===== config.mk =====
export PLATFORM = sky130hd
export DESIGN_NAME = m6809_core_fetch
export DESIGN_NICKNAME = d
export VERILOG_FILES = /design/src/rtl/m6809_core_fetch.sv
export SDC_FILE = /design/constraint.sdc
export NUM_CORES = 1
export LEC_CHECK = 0
export CAP_MARGIN = 15
export CORE_ASPECT_RATIO = 1.2
export CORE_MARGIN = 2
export CORE_UTILIZATION = 47
export DETAILED_ROUTE_END_ITERATION = 16
export PLACE_DENSITY_LB_ADDON = 0.2
export SLEW_MARGIN = 0
export SYNTH_ARGS = -nofsm -noshare
export SYNTH_HDL_FRONTEND = slang
export SYNTH_SLANG_ARGS = --single-unit

===== constraint.sdc =====
create_clock -name clk -period 2.8 [get_ports clk]
set_input_delay 0.56 -clock clk [delete_from_list [all_inputs] [get_ports clk]]
set_output_delay 0.56 -clock clk [all_outputs]
set_load 0.02 [all_outputs]

===== src/rtl/m6809_core_fetch.sv =====
// m6809_core_fetch
// ----------------
// Instruction fetch/issue sequencer for the register-move group
// (EXG 1E, TFR 1F, PSHS 34, PULS 35, PSHU 36, PULU 37). It loads PC from the
// reset vector, fetches opcode and post-byte, presents IR/post/PC to
// m6809_core_regmove, pulses start, releases the bus and waits for done.
// NOP (12) retires in the fetch cycle. Any other opcode, or a missing done,
// traps into an absorbing HALT state.
//
// Handshake: start is a one-cycle pulse, high exactly while the FSM is in
// ISSUE. done is a one-cycle pulse sampled only in WAIT_DONE and ignored in
// every other state. pc_load_en/pc_load are sampled only in ISSUE and
// WAIT_DONE. If a load lands together with done, the loaded PC is the one
// used by the next opcode fetch.
//
// Ports:
//   clk, reset_b      clock; asynchronous active-low reset
//   addr, bus_own     fetch address, driven by this block while bus_own=1
//   data_rw_n         always 1 (fetch only reads)
//   din               memory read data for addr, sampled at clk rise
//   ir_out, post_out  latched opcode and post-byte
//   pc_out            current PC
//   start             issue pulse to regmove
//   done              regmove completion pulse
//   pc_load_en/pc_load  PC write from regmove
//   halted/illegal/timeout  sticky trap flags
//   instr_count       retired instructions (wraps)
//   state_dbg         current FSM state encoding
module m6809_core_fetch #(
  parameter logic [15:0] RESET_VECTOR    = 16'hFFFE,
  parameter int unsigned MAX_EXEC_CYCLES = 32
) (
  input  logic        clk,
  input  logic        reset_b,
  output logic [15:0] addr,
  output logic        data_rw_n,
  output logic        bus_own,
  input  logic [7:0]  din,
  output logic [7:0]  ir_out,
  output logic [7:0]  post_out,
  output logic [15:0] pc_out,
  output logic        start,
  input  logic        done,
  input  logic        pc_load_en,
  input  logic [15:0] pc_load,
  output logic        halted,
  output logic        illegal,
  output logic        timeout,
  output logic [15:0] instr_count,
  output logic [2:0]  state_dbg
);

  typedef enum logic [2:0] {
    ST_VEC_HI     = 3'd0,
    ST_VEC_LO     = 3'd1,
    ST_FETCH_OP   = 3'd2,
    ST_FETCH_POST = 3'd3,
    ST_ISSUE      = 3'd4,
    ST_WAIT_DONE  = 3'd5,
    ST_HALT       = 3'd6
  } state_e;

  localparam logic [7:0]  OP_NOP   = 8'h12;
  localparam logic [7:0]  CNT_LAST = 8'(MAX_EXEC_CYCLES - 1);
  localparam logic [15:0] VEC_LO_A = RESET_VECTOR + 16'd1;

  state_e      state_q, state_d;
  logic [15:0] pc_q, pc_d;
  logic [7:0]  ir_q, ir_d;
  logic [7:0]  post_q, post_d;
  logic [7:0]  cnt_q, cnt_d;
  logic        halted_q, halted_d;
  logic        illegal_q, illegal_d;
  logic        timeout_q, timeout_d;
  logic [15:0] count_q, count_d;

  // Opcodes handed to regmove; everything else except NOP is a trap.
  function automatic logic is_regmove(input logic [7:0] op);
    return (op == 8'h1E) || (op == 8'h1F) || (op == 8'h34) ||
           (op == 8'h35) || (op == 8'h36) || (op == 8'h37);
  endfunction

  always_ff @(posedge clk or negedge reset_b) begin
    if (!reset_b) begin
      state_q   <= ST_VEC_HI;
      pc_q      <= 16'h0000;
      ir_q      <= 8'h00;
      post_q    <= 8'h00;
      cnt_q     <= 8'h00;
      halted_q  <= 1'b0;
      illegal_q <= 1'b0;
      timeout_q <= 1'b0;
      count_q   <= 16'h0000;
    end else begin
      state_q   <= state_d;
      pc_q      <= pc_d;
      ir_q      <= ir_d;
      post_q    <= post_d;
      cnt_q     <= cnt_d;
      halted_q  <= halted_d;
      illegal_q <= illegal_d;
      timeout_q <= timeout_d;
      count_q   <= count_d;
    end
  end

  always_comb begin
    state_d   = state_q;
    pc_d      = pc_q;
    ir_d      = ir_q;
    post_d    = post_q;
    cnt_d     = cnt_q;
    halted_d  = halted_q;
    illegal_d = illegal_q;
    timeout_d = timeout_q;
    count_d   = count_q;
    addr      = pc_q;
    bus_own   = 1'b0;
    start     = 1'b0;

    case (state_q)
      ST_VEC_HI: begin
        addr    = RESET_VECTOR;
        bus_own = 1'b1;
        pc_d    = {din, pc_q[7:0]};
        state_d = ST_VEC_LO;
      end

      ST_VEC_LO: begin
        addr    = VEC_LO_A;
        bus_own = 1'b1;
        pc_d    = {pc_q[15:8], din};
        state_d = ST_FETCH_OP;
      end

      ST_FETCH_OP: begin
        bus_own = 1'b1;
        ir_d    = din;
        pc_d    = pc_q + 16'd1;
        if (is_regmove(din)) begin
          state_d = ST_FETCH_POST;
        end else if (din == OP_NOP) begin
          // NOP retires here and the next opcode is fetched straight away.
          count_d = count_q + 16'd1;
          state_d = ST_FETCH_OP;
        end else begin
          illegal_d = 1'b1;
          halted_d  = 1'b1;
          state_d   = ST_HALT;
        end
      end

      ST_FETCH_POST: begin
        bus_own = 1'b1;
        post_d  = din;
        pc_d    = pc_q + 16'd1;
        state_d = ST_ISSUE;
      end

      ST_ISSUE: begin
        start   = 1'b1;
        cnt_d   = 8'h00;
        if (pc_load_en) begin
          pc_d = pc_load;
        end
        state_d = ST_WAIT_DONE;
      end

      ST_WAIT_DONE: begin
        cnt_d = cnt_q + 8'd1;
        // A load in the done cycle still lands, so PULS PC style
        // instructions redirect the very next fetch.
        if (pc_load_en) begin
          pc_d = pc_load;
        end
        if (done) begin
          count_d = count_q + 16'd1;
          state_d = ST_FETCH_OP;
        end else if (cnt_q == CNT_LAST) begin
          timeout_d = 1'b1;
          halted_d  = 1'b1;
          state_d   = ST_HALT;
        end
      end

      ST_HALT: begin
        state_d = ST_HALT;
      end

      default: begin
        // Unused encoding: treat as a hard trap rather than resuming.
        halted_d = 1'b1;
        state_d  = ST_HALT;
      end
    endcase
  end

  assign data_rw_n   = 1'b1;
  assign ir_out      = ir_q;
  assign post_out    = post_q;
  assign pc_out      = pc_q;
  assign halted      = halted_q;
  assign illegal     = illegal_q;
  assign timeout     = timeout_q;
  assign instr_count = count_q;
  assign state_dbg   = state_q;

endmodule


# [Word level (Yosys, flattened, before mapping)]
# Cells that the tools add are included.
[word_totals] reg_bits=62 input_bits=28 wordCells=81
[op_classes] add_sub_neg=3 n_eq_ne=22 n_mux=20 n_bitwise=6 n_reduce_logical=20
[op_table] operator="16-bit 2-to-1 mux" count=4
[op_table] operator="16-bit case mux with 2 select lines" count=2
[op_table] operator="16-bit case mux with 4 select lines" count=1
[op_table] operator="16-bit by 1-bit adder with 16-bit output (second input constant)" count=2
[op_table] operator="8-bit by 5-bit == test with 1-bit output (second input constant)" count=4
[op_table] operator="8-bit by 6-bit == test with 1-bit output (second input constant)" count=4
[op_table] operator="3-bit case mux with 6 select lines" count=1
[op_table] operator="8-bit case mux with 2 select lines" count=1
[op_table] operator="3-bit 2-to-1 mux" count=4
[op_table] operator="2-bit != test (second input constant)" count=6
[op_table] operator="3-bit AND reduction" count=4
[op_table] operator="3-bit == test (second input constant)" count=3
[op_table] operator="8-bit by 1-bit adder with 8-bit output (second input constant)" count=1
[op_table] operator="3-bit by 2-bit == test with 1-bit output (second input constant)" count=2
[op_table] operator="1-bit 2-to-1 mux" count=6
[op_table] operator="1-bit inverter" count=6
[op_table] operator="3-bit nonzero test" count=2
[op_table] operator="1-bit logical OR" count=5
[op_table] operator="5-bit AND reduction" count=1
[op_table] operator="5-bit OR reduction" count=1
[op_table] operator="4-bit AND reduction" count=1
[op_table] operator="2-bit nonzero test" count=2
[op_table] operator="2-bit OR reduction" count=2
[op_table] operator="4-bit OR reduction" count=1
[op_table] operator="5 further kinds" count=5

# [Longest topological paths before layout]
[depth] ltp_word=8 ltp_mapped=9 ltp_nobuf=7

# [Least setup slack after synthesis]
# Ideal clock, no wire load.
[synth_path] path_kind="flip-flop to flip-flop" start="register state_q[1], in the netlist state_dbg[1]" end="register pc_q[5], in the netlist pc_out[5]" setup_time_ns=0.139 arrival_time_ns=2.298 required_ns=2.661 setup_slack_ns=0.363 stages_incl_launch_ff=9 path_buffers=3 synth_period_minus_slack_ns=2.437 path_cell_list="dfrtp_1 > clkbuf_1 > inv_1 > ha_1 > o21a_1 > o21ai_0 > clkbuf_1 > buf_2 > o221ai_1"
[synth_between] elab_chain_cells=4
[synth_rtl] item="start: declaration" line_no="67" source="state_e state_q, state_d;"
[synth_rtl] item="start signal: assignment" line_no="95" source="state_q <= state_d;"
[synth_rtl] item="3-bit == test / 3-bit by 2-bit == test with 1-bit output (equally long branches)" line_no="121" source="case (state_q)"
[synth_rtl] item="2-bit OR reduction (no line)"
[synth_rtl] item="2-bit by 1-bit != test with 1-bit output (no line) / 3-bit nonzero test (equally long branches)"
[synth_rtl] item="3-bit AND reduction (no line)"
[synth_rtl] item="end signal: assignment" line_no="96" source="pc_q <= pc_d;"
[synth_rtl] item="end: declaration" line_no="68" source="logic [15:0] pc_q, pc_d;"
# Parallel ways exist; a longest one is shown, timed or not.
# A chain may end at the register's enable or synchronous reset.

# [Final worst setup path]
[layout_path] start="register state_q[2], in the netlist state_dbg[2]" end="output addr[0]"
[layout_between] elab_chain_cells=2
[layout_rtl] item="3-bit by 1-bit == test with 1-bit output / 3-bit logical NOT (equally long branches)" line_no="121"
[layout_rtl] item="16-bit case mux with 2 select lines *" line_no="121"
[layout_rtl] item="end: declaration" line_no="35" source="output logic [15:0] addr,"
# Mark *: on every way between the ends. The rest lies on a longest branch, timed or not.

==> impl_metrics.tcl <==
set metrics [dict create \
    cap_violations 0 \
    num_rows 33 \
    postRouteWirelength_um 9319 \
    seqPwrFrac 0.266 \
    worstReg2RegStart "state_dbg[0]$_DFFE_PN0P_" \
    cts_buffer_depth 2 \
    clock_skew_ns 0.007369 \
    antenna_found_initial 0 \
    worst_path_max_delay_cell "clkdlybuf4s50_1" \
    p_leak_nw 2.022 \
    p_sw_mw 2.435 \
    rsz0062_at_grt "no" \
    synth_nets 385 \
    clk_latency_ns 0.35 \
    area_growth_pct 40.45 \
    cp.required_ns 2.24 \
    synth_top_area_cell "dfrtp_1" \
    synthTopCellsByCount "dfrtp_1 (62), nand2_1 (35), o21ai_0 (24)" \
    clkPwrFrac 0.143 \
    postCtsResizedCells 0 \
    cp_top_family "buffers and inverters" \
    arrival_ns 2.06 \
    synth_edf_count 0 \
    finalCritPeriodShare 0.9364 \
    syn-instance-count 350 \
    tightest_slew_ns 0.6716 \
    fin_tns_setup_ns 0 \
    grt-ovfl-total 0 \
    firstDrtPassIters 5 \
    outcome "finished, final reports clean" \
    async_flop_share 1.000 \
    utilization 0.6874 \
    max_freq_mhz 381.4 \
    cp_cell_sequence "buf_4 > nor3b_1 > mux2_2 > clkdlybuf4s50_1" \
    synth_area_leaders "dfrtp_1 (46%), mux2_2 (5.7%), nand2_1 (3.9%), xnor2_1 (3.9%), o21ai_0 (3.6%)" \
    vias 3183 \
    drc 0 \
    slew_headroom 0.5475 \
    cts_buffers 9 \
    reg2regPathDepth 6 \
    nets 497 \
    cp-start-kind "flip-flop" \
    power_density_nw_per_um2 1176 \
    yosysMostFrequentCell "dfrtp_1" \
    p_int_mw 3.137 \
    cts_hold_buf 0 \
    core_sq_um 6895 \
    synthFlopType "dfrtp_1" \
    hp-class "input port to asynchronous set/reset pin" \
    worst-path-buf-inv 2 \
    multi_input_area_sq_um 1712 \
    drive_gt1_frac 0.1585 \
    pre_cts_slack_ns 0.03634 \
    min_period_ns 2.622 \
    cts_setup_buffers 0 \
    num-fill-cells 550 \
    swShare 0.4370 \
    crit_path_end_kind "primary output" \
    grt_use_total 0.2470 \
    dieArea_sq_um 7876 \
    dp_hpwl_um 6897 \
    port_buffers 99 \
    yosysTopAreaCellShare 0.4598 \
    worst_ir_drop_vdd_mv 0.7697 \
    worst_path_largest_cell_delay_ns 0.60 \
    ys_ff_latch 62 \
    crit_type "flip-flop to primary output" \
    via_per_inst 5.745 \
    ys_warn_count 0 \
    final_hold_viol_count 0 \
    antenna_left 0 \
    place_congestion 0.9074 \
    synth_seq_area_share 0.4598 \
    drtIter0Drc 151 \
    die_h_um 96.82 \
    antenna_cells 0 \
    die_x_um 81.35 \
    combinationalPowerShare 0.591 \
    timing.rr.end "instr_count[8]$_DFFE_PN0P_" \
    synth_area_per_cell_sq_um 9.641 \
    wl_per_cell_um 16.82 \
    cts_tree "yes" \
    grt_max_degree 28 \
    fin_ws_ns 0.1781 \
    regArea_sq_um 1551 \
    root_buffer "clkbuf_8" \
    yosys.cell_types.count 48 \
    htreeDepth 3 \
    numClockSinks 62 \
    crit_path_start "state_dbg[2]$_DFFE_PN0P_" \
    drv_slew 0 \
    synth_area_sq_um 3374 \
    grt_pass1_vias 3101 \
    initial_core_util 0.4894 \
    setup_viol 0 \
    clk_pin_slew_worst_paths_ns 0.07 \
    worstPathMaxFanout 14 \
    grt_pass1_wl_um 14950 \
    ff2ff_setup_slack_ns 0.55 \
    io_pins 101 \
]
## cell type report
type / instances / area share
Clock inverter: 7 / 0.01558
Sequential cell: 62 / 0.3273
Inverter: 9 / 0.007128
Timing Repair Buffer: 119 / 0.2397
Multi-Input combinational cell: 261 / 0.3611
Clock buffer: 9 / 0.02614
Tap cell: 87 / 0.02297
## registers in the layout, summed over array words and instances (netlist names)
name         cells
instr_count     16
pc_out          16
post_out         8
halted           1
illegal          1
timeout          1
cnt_q            8
state_dbg        3
ir_out           8
## per-layer routing
layer | share of wire | GRT usage
met1 | 0.39 | 0.2951
met2 | 0.51 | 0.4079
met3 | 0.077 | 0.04851
met4 | 0.022 | 0.1343
met5 | 0 | 0
## cells in the final DEF (no fill, tap or decap), types with 6 or more instances in the layout
cell type	n
clkdlybuf4s50_1	98
dfrtp_1	62
nand2_1	35
o21ai_0	23
buf_4	20
or2_2	19
nand3_1	19
mux2_2	17
xnor2_1	15
nor3_1	14
a21oi_1	14
nor2_1	13
inv_1	9
clkbuf_8	9
xor2_1	7
and3_1	7
nand2b_1	7
ha_1	7
a22oi_1	6
## logic make-up after synthesis
kind of cell | Yosys count | synth area share
simple gates | 135 | 0.2065
compound gates | 77 | 0.1539
flops | 62 | 0.4598
buf+inv | 27 | 0.03300
xor+xnor | 22 | 0.05710
mux | 19 | 0.06266
fa+ha+maj | 7 | 0.02595
other cells | 1 | 0.001111
## worst max-delay path by stage
stage | to | depth (start not counted) | slack [ns]
6_report | addr[0] | 4 | 0.18
4_1_cts | addr[0] | 4 | 0.16
2_1_floorplan | pc_out[5]$_DFFE_PN0P_ | 8 | 0.36
3_5_place_dp | instr_count[8]$_DFFE_PN0P_ | 6 | 0.04
3_3_place_gp | instr_count[12]$_DFFE_PN0P_ | 6 | 0.09
5_1_grt | addr[0] | 4 | 0.03
## stage by stage
stage          area [sq um]  std cells  hold slack, ns  total power, mW
6_report               4740        554          0.2266            5.572
2_1_floorplan          3374        350          0.2644            3.404
3_3_place_gp           4542        538          0.4523            4.699
4_1_cts                4740        554          0.2325            5.592
5_1_grt                4740        554          0.2797            5.947
3_5_place_dp           4542        538          0.4551            4.776
## power groups by stage
stage,registers [mW],logic [mW],clock network (mW)
2_1_floorplan,1.77,1.63,0
3_3_place_gp,1.48,3.22,0
3_5_place_dp,1.50,3.28,0
4_1_cts,1.48,3.30,0.816
5_1_grt,1.52,3.58,0.849
6_report,1.48,3.29,0.799
No activity file was read; power rests on OpenSTA's default activity.
